## src/rtl/pulse_seq_cpmg.sv

```systemverilog
// CPMG pulse-train generator: one excitation pulse plus cp+1 refocusing pulses per period, with
// SYNC marker, receiver inhibit, round-robin phase channels and double-buffered timing words.
module pulse_seq_cpmg #(
  parameter int unsigned CW       = 32,
  parameter int unsigned PW       = 16,
  parameter int unsigned NW       = 8,
  parameter int unsigned NCH      = 4,
  parameter int unsigned SYNC_W   = 8,
  parameter int unsigned INH_TAIL = 16
) (
  input  logic           clk,
  input  logic           reset,
  input  logic [CW-1:0]  per,
  input  logic [PW-1:0]  p1wid,
  input  logic [PW-1:0]  del,
  input  logic [PW-1:0]  p2wid,
  input  logic [NW-1:0]  cp,
  input  logic           bl,
  input  logic           oneshot,
  input  logic           rxd,
  output logic           sync_on,
  output logic           pulse_on,
  output logic           inhib,
  output logic [NCH-1:0] phase,
  output logic           running
);

  localparam int unsigned CntW = PW + 1;
  localparam int unsigned PhW  = $clog2(NCH);

  typedef struct packed {
    logic [CW-1:0] per;
    logic [PW-1:0] p1wid;
    logic [PW-1:0] del;
    logic [PW-1:0] p2wid;
    logic [NW-1:0] cp;
    logic          oneshot;
  } cfg_t;

  typedef enum logic [2:0] {
    StIdle,
    StP1,
    StGap1,
    StP2,
    StGap2,
    StTail,
    StWait
  } state_e;

  // Refocusing channels rotate through bits 1..NCH-1; bit 0 belongs to the excitation pulse.
  function automatic logic [PhW-1:0] ph_next(input logic [PhW-1:0] p);
    return (p == PhW'(NCH - 1)) ? PhW'(1) : p + PhW'(1);
  endfunction

  cfg_t            cfg_in, load_cfg;
  cfg_t            pend_q, pend_d;
  cfg_t            act_q, act_d;
  logic            pend_valid_q, pend_valid_d;
  state_e          state_q, state_d;
  logic [CW-1:0]   t_q, t_d;
  logic [CntW-1:0] cnt_q, cnt_d;
  logic [NW-1:0]   rem_q, rem_d;
  logic [PhW-1:0]  ph_q, ph_d;

  logic            wrap, start, load, enter;
  logic            run_d, sync_d, pulse_d, inhib_d;
  logic [NCH-1:0]  phase_d;
  logic            run_q, sync_q, pulse_q, inhib_q;
  logic [NCH-1:0]  phase_q;

  always_comb begin
    cfg_in.per     = per;
    cfg_in.p1wid   = p1wid;
    cfg_in.del     = del;
    cfg_in.p2wid   = p2wid;
    cfg_in.cp      = cp;
    cfg_in.oneshot = oneshot;

    // Bank handling: idle starts use only the registered pending bank, while a period boundary
    // also accepts a strobe arriving on its final cycle.
    wrap         = (state_q != StIdle) && (t_q == act_q.per - CW'(1));
    start        = 1'b0;
    load         = 1'b0;
    load_cfg     = pend_q;
    pend_d       = rxd ? cfg_in : pend_q;
    pend_valid_d = pend_valid_q | rxd;
    act_d        = act_q;

    if (state_q == StIdle) begin
      if (pend_valid_q) begin
        load         = 1'b1;
        load_cfg     = pend_q;
        pend_valid_d = rxd;
      end
    end else if (wrap) begin
      if (pend_valid_q || rxd) begin
        load         = 1'b1;
        load_cfg     = rxd ? cfg_in : pend_q;
        pend_valid_d = 1'b0;
      end else begin
        start = !act_q.oneshot;
      end
    end

    if (load) begin
      act_d = load_cfg;
      start = (load_cfg.per > CW'(1));
    end

    state_d = state_q;
    t_d     = t_q + CW'(1);
    cnt_d   = cnt_q;
    rem_d   = rem_q;
    ph_d    = ph_q;
    enter   = 1'b0;

    if (start) begin
      state_d = StP1;
      t_d     = '0;
      rem_d   = act_d.cp;
      ph_d    = PhW'(1);
      enter   = 1'b1;
    end else if (state_q == StIdle || wrap) begin
      state_d = StIdle;
      t_d     = '0;
    end else if (state_q != StWait) begin
      if (cnt_q > CntW'(1)) begin
        cnt_d = cnt_q - CntW'(1);
      end else begin
        enter = 1'b1;
        case (state_q)
          StP1:   state_d = StGap1;
          StGap1: state_d = StP2;
          StP2: begin
            if (rem_q != '0) begin
              state_d = StGap2;
              rem_d   = rem_q - NW'(1);
              ph_d    = ph_next(ph_q);
            end else begin
              state_d = StTail;
            end
          end
          StGap2: state_d = StP2;
          default: state_d = StWait;
        endcase
      end
    end

    // Zero-length segments fall through to their successor within the same cycle. With both
    // p2wid and del zero the remaining refocusing train has no duration at all.
    if (enter && state_d == StP1 && act_d.p1wid == '0) state_d = StGap1;
    if (enter && state_d == StGap1 && act_d.del == '0) state_d = StP2;
    if (enter && state_d == StGap2 && act_d.del == '0) state_d = StP2;
    if (enter && state_d == StP2 && act_d.p2wid == '0) begin
      if (rem_d != '0 && act_d.del != '0) begin
        state_d = StGap2;
        rem_d   = rem_d - NW'(1);
        ph_d    = ph_next(ph_d);
      end else begin
        state_d = StTail;
      end
    end
    if (enter && state_d == StTail && INH_TAIL == 0) state_d = StWait;

    if (enter) begin
      case (state_d)
        StP1:    cnt_d = CntW'(act_d.p1wid);
        StGap1:  cnt_d = CntW'(act_d.del);
        StP2:    cnt_d = CntW'(act_d.p2wid);
        StGap2:  cnt_d = {act_d.del, 1'b0};
        StTail:  cnt_d = CntW'(INH_TAIL);
        default: cnt_d = '0;
      endcase
    end

    run_d   = (state_d != StIdle);
    sync_d  = run_d && (t_d < CW'(SYNC_W));
    pulse_d = (state_d == StP1 || state_d == StP2) && !bl;
    inhib_d = run_d && (state_d != StWait);
    phase_d = '0;
    if (pulse_d) begin
      phase_d = (state_d == StP1) ? NCH'(1) : (NCH'(1) << ph_d);
    end
  end

  always_ff @(posedge clk) begin
    if (reset) begin
      pend_q       <= '0;
      pend_valid_q <= 1'b0;
      act_q        <= '0;
      state_q      <= StIdle;
      t_q          <= '0;
      cnt_q        <= '0;
      rem_q        <= '0;
      ph_q         <= '0;
      run_q        <= 1'b0;
      sync_q       <= 1'b0;
      pulse_q      <= 1'b0;
      inhib_q      <= 1'b0;
      phase_q      <= '0;
    end else begin
      pend_q       <= pend_d;
      pend_valid_q <= pend_valid_d;
      act_q        <= act_d;
      state_q      <= state_d;
      t_q          <= t_d;
      cnt_q        <= cnt_d;
      rem_q        <= rem_d;
      ph_q         <= ph_d;
      run_q        <= run_d;
      sync_q       <= sync_d;
      pulse_q      <= pulse_d;
      inhib_q      <= inhib_d;
      phase_q      <= phase_d;
    end
  end

  assign running  = run_q;
  assign sync_on  = sync_q;
  assign pulse_on = pulse_q;
  assign inhib    = inhib_q;
  assign phase    = phase_q;

endmodule

```

## config.mk

```make
export PLATFORM = sky130hd
export DESIGN_NAME = pulse_seq_cpmg
export DESIGN_NICKNAME = d
export VERILOG_FILES = /design/src/rtl/pulse_seq_cpmg.sv
export SDC_FILE = /design/constraint.sdc
export NUM_CORES = 1
export LEC_CHECK = 0
export CORE_MARGIN = 3
export CORE_UTILIZATION = 40
export DETAILED_ROUTE_END_ITERATION = 6
export PLACE_DENSITY = 0.55
export SLEW_MARGIN = 20
export SYNTH_ARGS = -nofsm -noshare
export SYNTH_HDL_FRONTEND = slang
export SYNTH_SLANG_ARGS = --single-unit
```

## constraint.sdc

```tcl
create_clock -name clk -period 15.2 [get_ports clk]
set_clock_uncertainty 0.1 [all_clocks]
set_input_delay 2.28 -clock clk [delete_from_list [all_inputs] [get_ports clk]]
set_output_delay 2.28 -clock clk [all_outputs]
set_load 0.005 [all_outputs]
```

==> qor.csv, run 1 <==
metric,value,unit
hold_path.class,reg -> reg,
cts-root-buf,clkbuf_16,
cts_setup_buffers,0,
cts_tree,built,
ant_nets,0,
cp.arrival,8.27,ns
crit_path_start_kind,primary input,
yosysTopAreaCellShare,35.9,%
synth_edf_count,0,
grtUsageTotal,23.1,%
globalRouteOverflowTotal,0,
dpl_cell_area,15000,um2
numCtsBuffers,29,
drc,0,
mostFrequentLayoutCell,nor2_1,
maxSlewViolCount,0,
start_util,41.0,%
dp.cells,2189,
htree_levels,1,
grt_max_degree,101,
clockBufferDepth,3,
num_io_pins,101,
rsz0062_at_grt,no,
synth_warnings,0,
synth_seq_cells,249,
timing.final.crit_share,52.0,%
dpl.hpwl,30.7,mm
num_rows,67,
worstSetupPathType,in -> reg,
die_y,192,um
finalNetCount,1874,
routed_wl,43.2,mm
power_density,181,nW/um2
core-area,33900,um2
synth_area,13900,um2
place_congestion,0.907,
irDropWorstVdd,0.111,mV
max_slew.worst_pin.slew,1.06,ns
area_growth,15.9,%
period_needed,7.90,ns
power_leakage,5.98,nW
synthDistinctLibCells,87,
seq_area_frac_synth,35.9,%
critPathRequiredTime,15.57,ns
num_antenna_cells,0,
die_area,37000,um2
antenna_found_initial,0,
endpoint_kind,flip-flop,
wl_per_cell,19.3,um
ys.flop_type,dfxtp_1,
relSlewSlack,29.0,%
synth_top_cell_by_area,dfxtp_1,
multi_input_area,8300,um2
syn_inst,1756,
final_cell_mix,"288 x nor2_1, 249 x dfxtp_1, 203 x nand2_1",
cts_hold_buf,0,
clock.fmax,127,MHz
layout-drive-gt1-share,6.47,%
clock_latency,0.57,ns
grt_pass1_wl,68.4,mm
pwr-share-clk,25.9,%
drt_pass1_iterations,6,
postLayoutCoreUtil,47.5,%
setup_viol,0,
vias,12891,
status,"complete, no violations",
drv_cap,0,
tns,0,ns
nFillCells,3401,
hold_violations,0,
cp_max_fo,53,
regArea,4980,um2
synth_fp_nets,1858,
synthArstFlopShare,0,%
ys_top_cells_by_area,"dfxtp_1 36%, mux2i_1 8.4%, nor2_1 7.8%",
clock-sinks,249,
finalNonFillerCells,2242,
pwr-share-seq,30.1,%
p_comb_share,44.0,%
avgSynthCellArea,7.90,um2
p_int,1.69,mW
vias_per_cell,5.75,
p_sw,1.22,mW
drtIter0Drc,995,
path_clk_slew,0.06,ns
switching_share,41.8,%
port_buffers,100,
final_cell_area,16100,um2
r2r_slack,8.03,ns
ctsResizeCount,0,
grt_pass1_vias,12261,
die_w,192,um
## state kept, by name, summed over array words and instances, names as in the netlist
register and count:
act_q 89, cnt_q 17, inhib 1, pend_q 89, pend_valid_q 1, ph_q 2, phase 4, pulse_on 1
rem_q 8, running 1, state_q 3, sync_on 1, t_q 32
## final timing paths
kind | from | endpoint | cells past startpoint
setup / recovery | rxd | cnt_q[1]$_SDFFE_PP0P_ | 13
hold / removal | t_q[0]$_SDFF_PP0_ | t_q[0]$_SDFF_PP0_ | 1
setup reg to reg | act_q[57]$_SDFFE_PP0P_ | cnt_q[1]$_SDFFE_PP0P_ | 16
hold reg to reg | t_q[0]$_SDFF_PP0_ | t_q[0]$_SDFF_PP0_ | 1
## area by class of cell
class	instances	share of cell area, %
Clock buffer	39	5.12
Clock inverter	14	1.31
Inverter	28	0.654
Multi-Input combinational cell	1351	51.6
Sequential cell	249	31.0
Tap cell	448	3.49
Timing Repair Buffer	113	6.82
## worst max-delay path: stages
cell and delay, ns:
buf_4 0.60, buf_4 0.79, nand2_1 0.28, a21oi_2 0.18, nor4b_4 0.29, and2_4 0.55
buf_4 0.60, mux2i_1 0.24, o21ai_0 0.19, nor4b_4 0.72, and4_1 0.97, o211ai_1 0.19
a221oi_1 0.29
## power by group through the flow
stage / registers [mW] / logic, mW / clock network, mW
after detailed placement: 0.888 / 1.26 / 0
after floorplan: 0.836 / 0.957 / 0
after global placement: 0.886 / 1.26 / 0
after CTS: 0.874 / 1.27 / 0.774
final: 0.876 / 1.28 / 0.754
after global routing: 0.891 / 1.41 / 0.800
## metal layers
metal / global-route usage (%) / vias up / routed length, um
met5: 0 / - / 0
met2: 39.5 / 328 / 20600
li1: - / 6332 / -
met3: 3.60 / 95 / 2070
met4: 7.59 / 0 / 1540
met1: 29.8 / 6136 / 19000
## synthesized netlist by cell type, types with 30 or more instances
master / n
mux2i_1: 117
dfxtp_1: 249
a311oi_1: 35
clkbuf_1: 100
nand3_1: 41
nor3_1: 36
xnor2_1: 49
o21ai_0: 40
nand4_1: 30
nor4_1: 56
a21oi_1: 118
nand2_1: 205
nor2_1: 289
xor2_1: 38
## metrics by stage
stage	worst slack (ns)	hold slack, ns	total power, mW
after floorplan	9.36	0.340	1.79
after global placement	6.93	0.361	2.14
after detailed placement	6.73	0.376	2.15
after CTS	7.31	0.388	2.92
after global routing	6.88	0.411	3.10
final	7.30	0.381	2.91
## cells by family after synthesis
family | after synthesis | synth area share, %
flops | 249 | 35.9
mux | 130 | 9.52
fa+ha+maj | 9 | 0.811
compound gates | 341 | 16.4
xor+xnor | 88 | 5.65
simple gates | 783 | 27.1
buf+inv | 156 | 4.57
No activity file was read; power rests on OpenSTA's default activity.
==> run 2, diff against run 1 <==
==> constraint.sdc (replaced) <==
create_clock -name clk -period 7.8 [get_ports clk]
set_clock_uncertainty 0.1 [all_clocks]
set_input_delay 1.17 -clock clk [delete_from_list [all_inputs] [get_ports clk]]
set_output_delay 1.17 -clock clk [all_outputs]
set_load 0.005 [all_outputs]
==> run 2 against run 1 <==
Critical path depth is the same. Final area grew 0.30%. Register-to-register slack lost 6.7 ns. Routed wire length grew 3.0%. Via count shrank 0.26%. Clock power grew 94%. First-iteration DRC count shrank 6.4%. Die area is the same. Critical path type is now reg -> reg.
==> qor.csv, run 2 (synthesized netlist as in run 1, its figures left out) <==
metric,value,unit,change
drtIter0Drc,931,,-6.4%
drt_pass1_iterations,5,,-1
largest_registers,"act_q x89, pend_q x89, t_q x32",,
cts-root-buf,clkbuf_16,,
critPathRequiredTime,8.17,ns,-7.40 ns
max_slew.worst_pin.slew,1.12,ns,+0.0641 ns
relSlewSlack,24.8,%,-4.2 points
timing.final.crit_share,83.5,%,
drc,0,,unchanged
crit_path_max_incr_delay,0.90,ns,-0.07 ns
place_congestion,0.917,,+1.1%
grt_pass1_wl,69.9,mm,+2.3%
min_from,t_q[0]$_SDFF_PP0_,,
grt_pass1_vias,12521,,+2.1%
vias_per_cell,5.71,,-0.62%
die_y,192,um,unchanged
tns,0,ns,unchanged
area_growth,16.2,%,
num_antenna_cells,0,,unchanged
worstSetupPathType,reg -> reg,,
finalNetCount,1882,,+0.43%
hold_violations,0,,unchanged
grtUsageTotal,23.8,%,+0.64 points
power_density,355,nW/um2,+96%
hold_path.class,reg -> reg,,
cp_max_fo,48,,-9.4%
ant_nets,0,,unchanged
ctsResizeCount,0,,unchanged
core-area,33900,um2,unchanged
routed_wl,44.5,mm,+3.0%
r2r_slack,1.29,ns,-6.74 ns
final_cell_area,16100,um2,+0.30%
globalRouteOverflowTotal,0,,unchanged
wl_per_cell,19.8,um,+2.6%
power_leakage,6.03,nW,+0.81%
num_io_pins,101,,unchanged
status,"complete, no violations",,
clock_latency,0.56,ns,about the same
die_w,192,um,unchanged
grt_max_degree,82,,-19%
drv_cap,0,,unchanged
vias,12857,,-0.26%
mostFrequentLayoutCell,nor2_1,,
endpoint_kind,flip-flop,,
holdPathStages,1,,unchanged
cp.arrival,6.88,ns,-1.39 ns
path_clk_slew,0.06,ns,about the same
final_cell_mix,"288 x nor2_1, 249 x dfxtp_1, 204 x nand2_1",,
cts_tree,built,,
die_area,37000,um2,unchanged
num_rows,67,,unchanged
start_util,41.0,%,unchanged
fin_ws,1.29,ns,-6.01 ns
antenna_found_initial,0,,unchanged
r2r-end,cnt_q[10]$_SDFFE_PP0P_,,
clock-sinks,249,,unchanged
nFillCells,3352,,-1.4%
clock.fmax,154,MHz,
layout-drive-gt1-share,6.66,%,+0.19 points
pre_cts_ws,1.23,ns,-5.50 ns
rsz0062_at_grt,no,,
cts_hold_buf,0,,unchanged
period_needed,6.51,ns,
worstRegToRegCells,13,,-3
cp_slowest_cell,and4_1,,
path_cells,"nor4_1, nand4_1, a2111oi_1, nand4_1, nor4b_4, and2_4, buf_4, mux2i_1, o21ai_0, nor4b_4, and4_1, o211ai_1, a211oi_1",,
dpl_cell_area,15100,um2,+0.35%
maxSlewViolCount,0,,unchanged
dpl.hpwl,32.3,mm,+5.2%
crit_path_start_kind,flip-flop,,
port_buffers,100,,unchanged
numCtsBuffers,29,,unchanged
htree_levels,1,,unchanged
holdPathEnd,t_q[0]$_SDFF_PP0_,,
postLayoutCoreUtil,47.6,%,+0.14 points
worstReg2RegStart,act_q[67]$_SDFFE_PP0P_,,
setup_viol,0,,unchanged
cts_setup_buffers,0,,unchanged
clockBufferDepth,3,,unchanged
irDropWorstVdd,0.245,mV,+120%
## run 2: cell types whose count changed in the layout (fill, tap and decap cells not counted)
| cell | change |
|---|---|
| buf_4 | +8 |
| inv_6 | +1 |
| clkinv_4 | -2 |
| a21oi_2 | -1 |
| nor3_2 | -2 |
| a21oi_1 | +1 |
| clkinv_2 | +3 |
| clkinvlp_4 | -2 |
| nand2_2 | -1 |
| o2bb2ai_4 | +1 |
| nand2_1 | +1 |
| nor3_1 | +2 |
| o2bb2ai_2 | -1 |
## run 2: layer usage
layer / track usage (%) / part of all wire (%) / up-vias
met1: 30.7 / 44 / 6117
li1: - / - / 6337
met2: 40.7 / 48 / 316
met5: 0 / 0 / -
met4: 9.13 / 4.4 / 0
met3: 2.69 / 4.0 / 87
## run 2: through the flow
step	power, mW	hold slack [ns]	instances
after floorplan	3.49	0.340	1756
after global placement	4.24	0.368	2197
after detailed placement	4.23	0.367	2197
after CTS	5.72	0.382	2250
after global routing	6.07	0.400	2250
final	5.72	0.382	2250
## run 2: power by group
part	internal [mW]	total, mW	switching, mW
sequential	1.47	1.70	0.229
clock	0.902	1.46	0.560
combinational	0.941	2.55	1.61
## run 2: critical path, delay by kind of cell (launching register included)
kind / cells / cell delay (ns)
compound gates: 4 / 1.41
buf+inv: 1 / 0.55
flops: 1 / 0.37
mux: 1 / 0.24
simple gates: 7 / 3.74
## run 2: how the worst max path moves through the flow
| stage | endpoint | slack [ns] | startpoint | cells after the start |
|---|---|---|---|---|
| finish | cnt_q[10]$_SDFFE_PP0P_ | 1.29 | act_q[67]$_SDFFE_PP0P_ | 13 |
| global route | cnt_q[10]$_SDFFE_PP0P_ | 0.64 | act_q[67]$_SDFFE_PP0P_ | 16 |
| CTS | cnt_q[1]$_SDFFE_PP0P_ | 1.22 | act_q[57]$_SDFFE_PP0P_ | 15 |
| detailed placement | cnt_q[10]$_SDFFE_PP0P_ | 1.23 | act_q[57]$_SDFFE_PP0P_ | 15 |
| global placement | cnt_q[1]$_SDFFE_PP0P_ | 1.39 | act_q[67]$_SDFFE_PP0P_ | 13 |
| floorplan | rem_q[4]$_SDFF_PP0_ | 2.44 | act_q[62]$_SDFFE_PP0P_ | 22 |
## run 2: cell type report
| class | count | area, um2 | share of cell area, % |
|---|---|---|---|
| multi-input cells | 1351 | 8290 | 51.4 |
| clock inverters | 14 | 203 | 1.26 |
| flip-flops and latches | 249 | 4980 | 30.9 |
| well taps | 448 | 561 | 3.48 |
| repair buffers | 121 | 1160 | 7.18 |
| inverters | 28 | 105 | 0.652 |
| clock buffers | 39 | 823 | 5.10 |
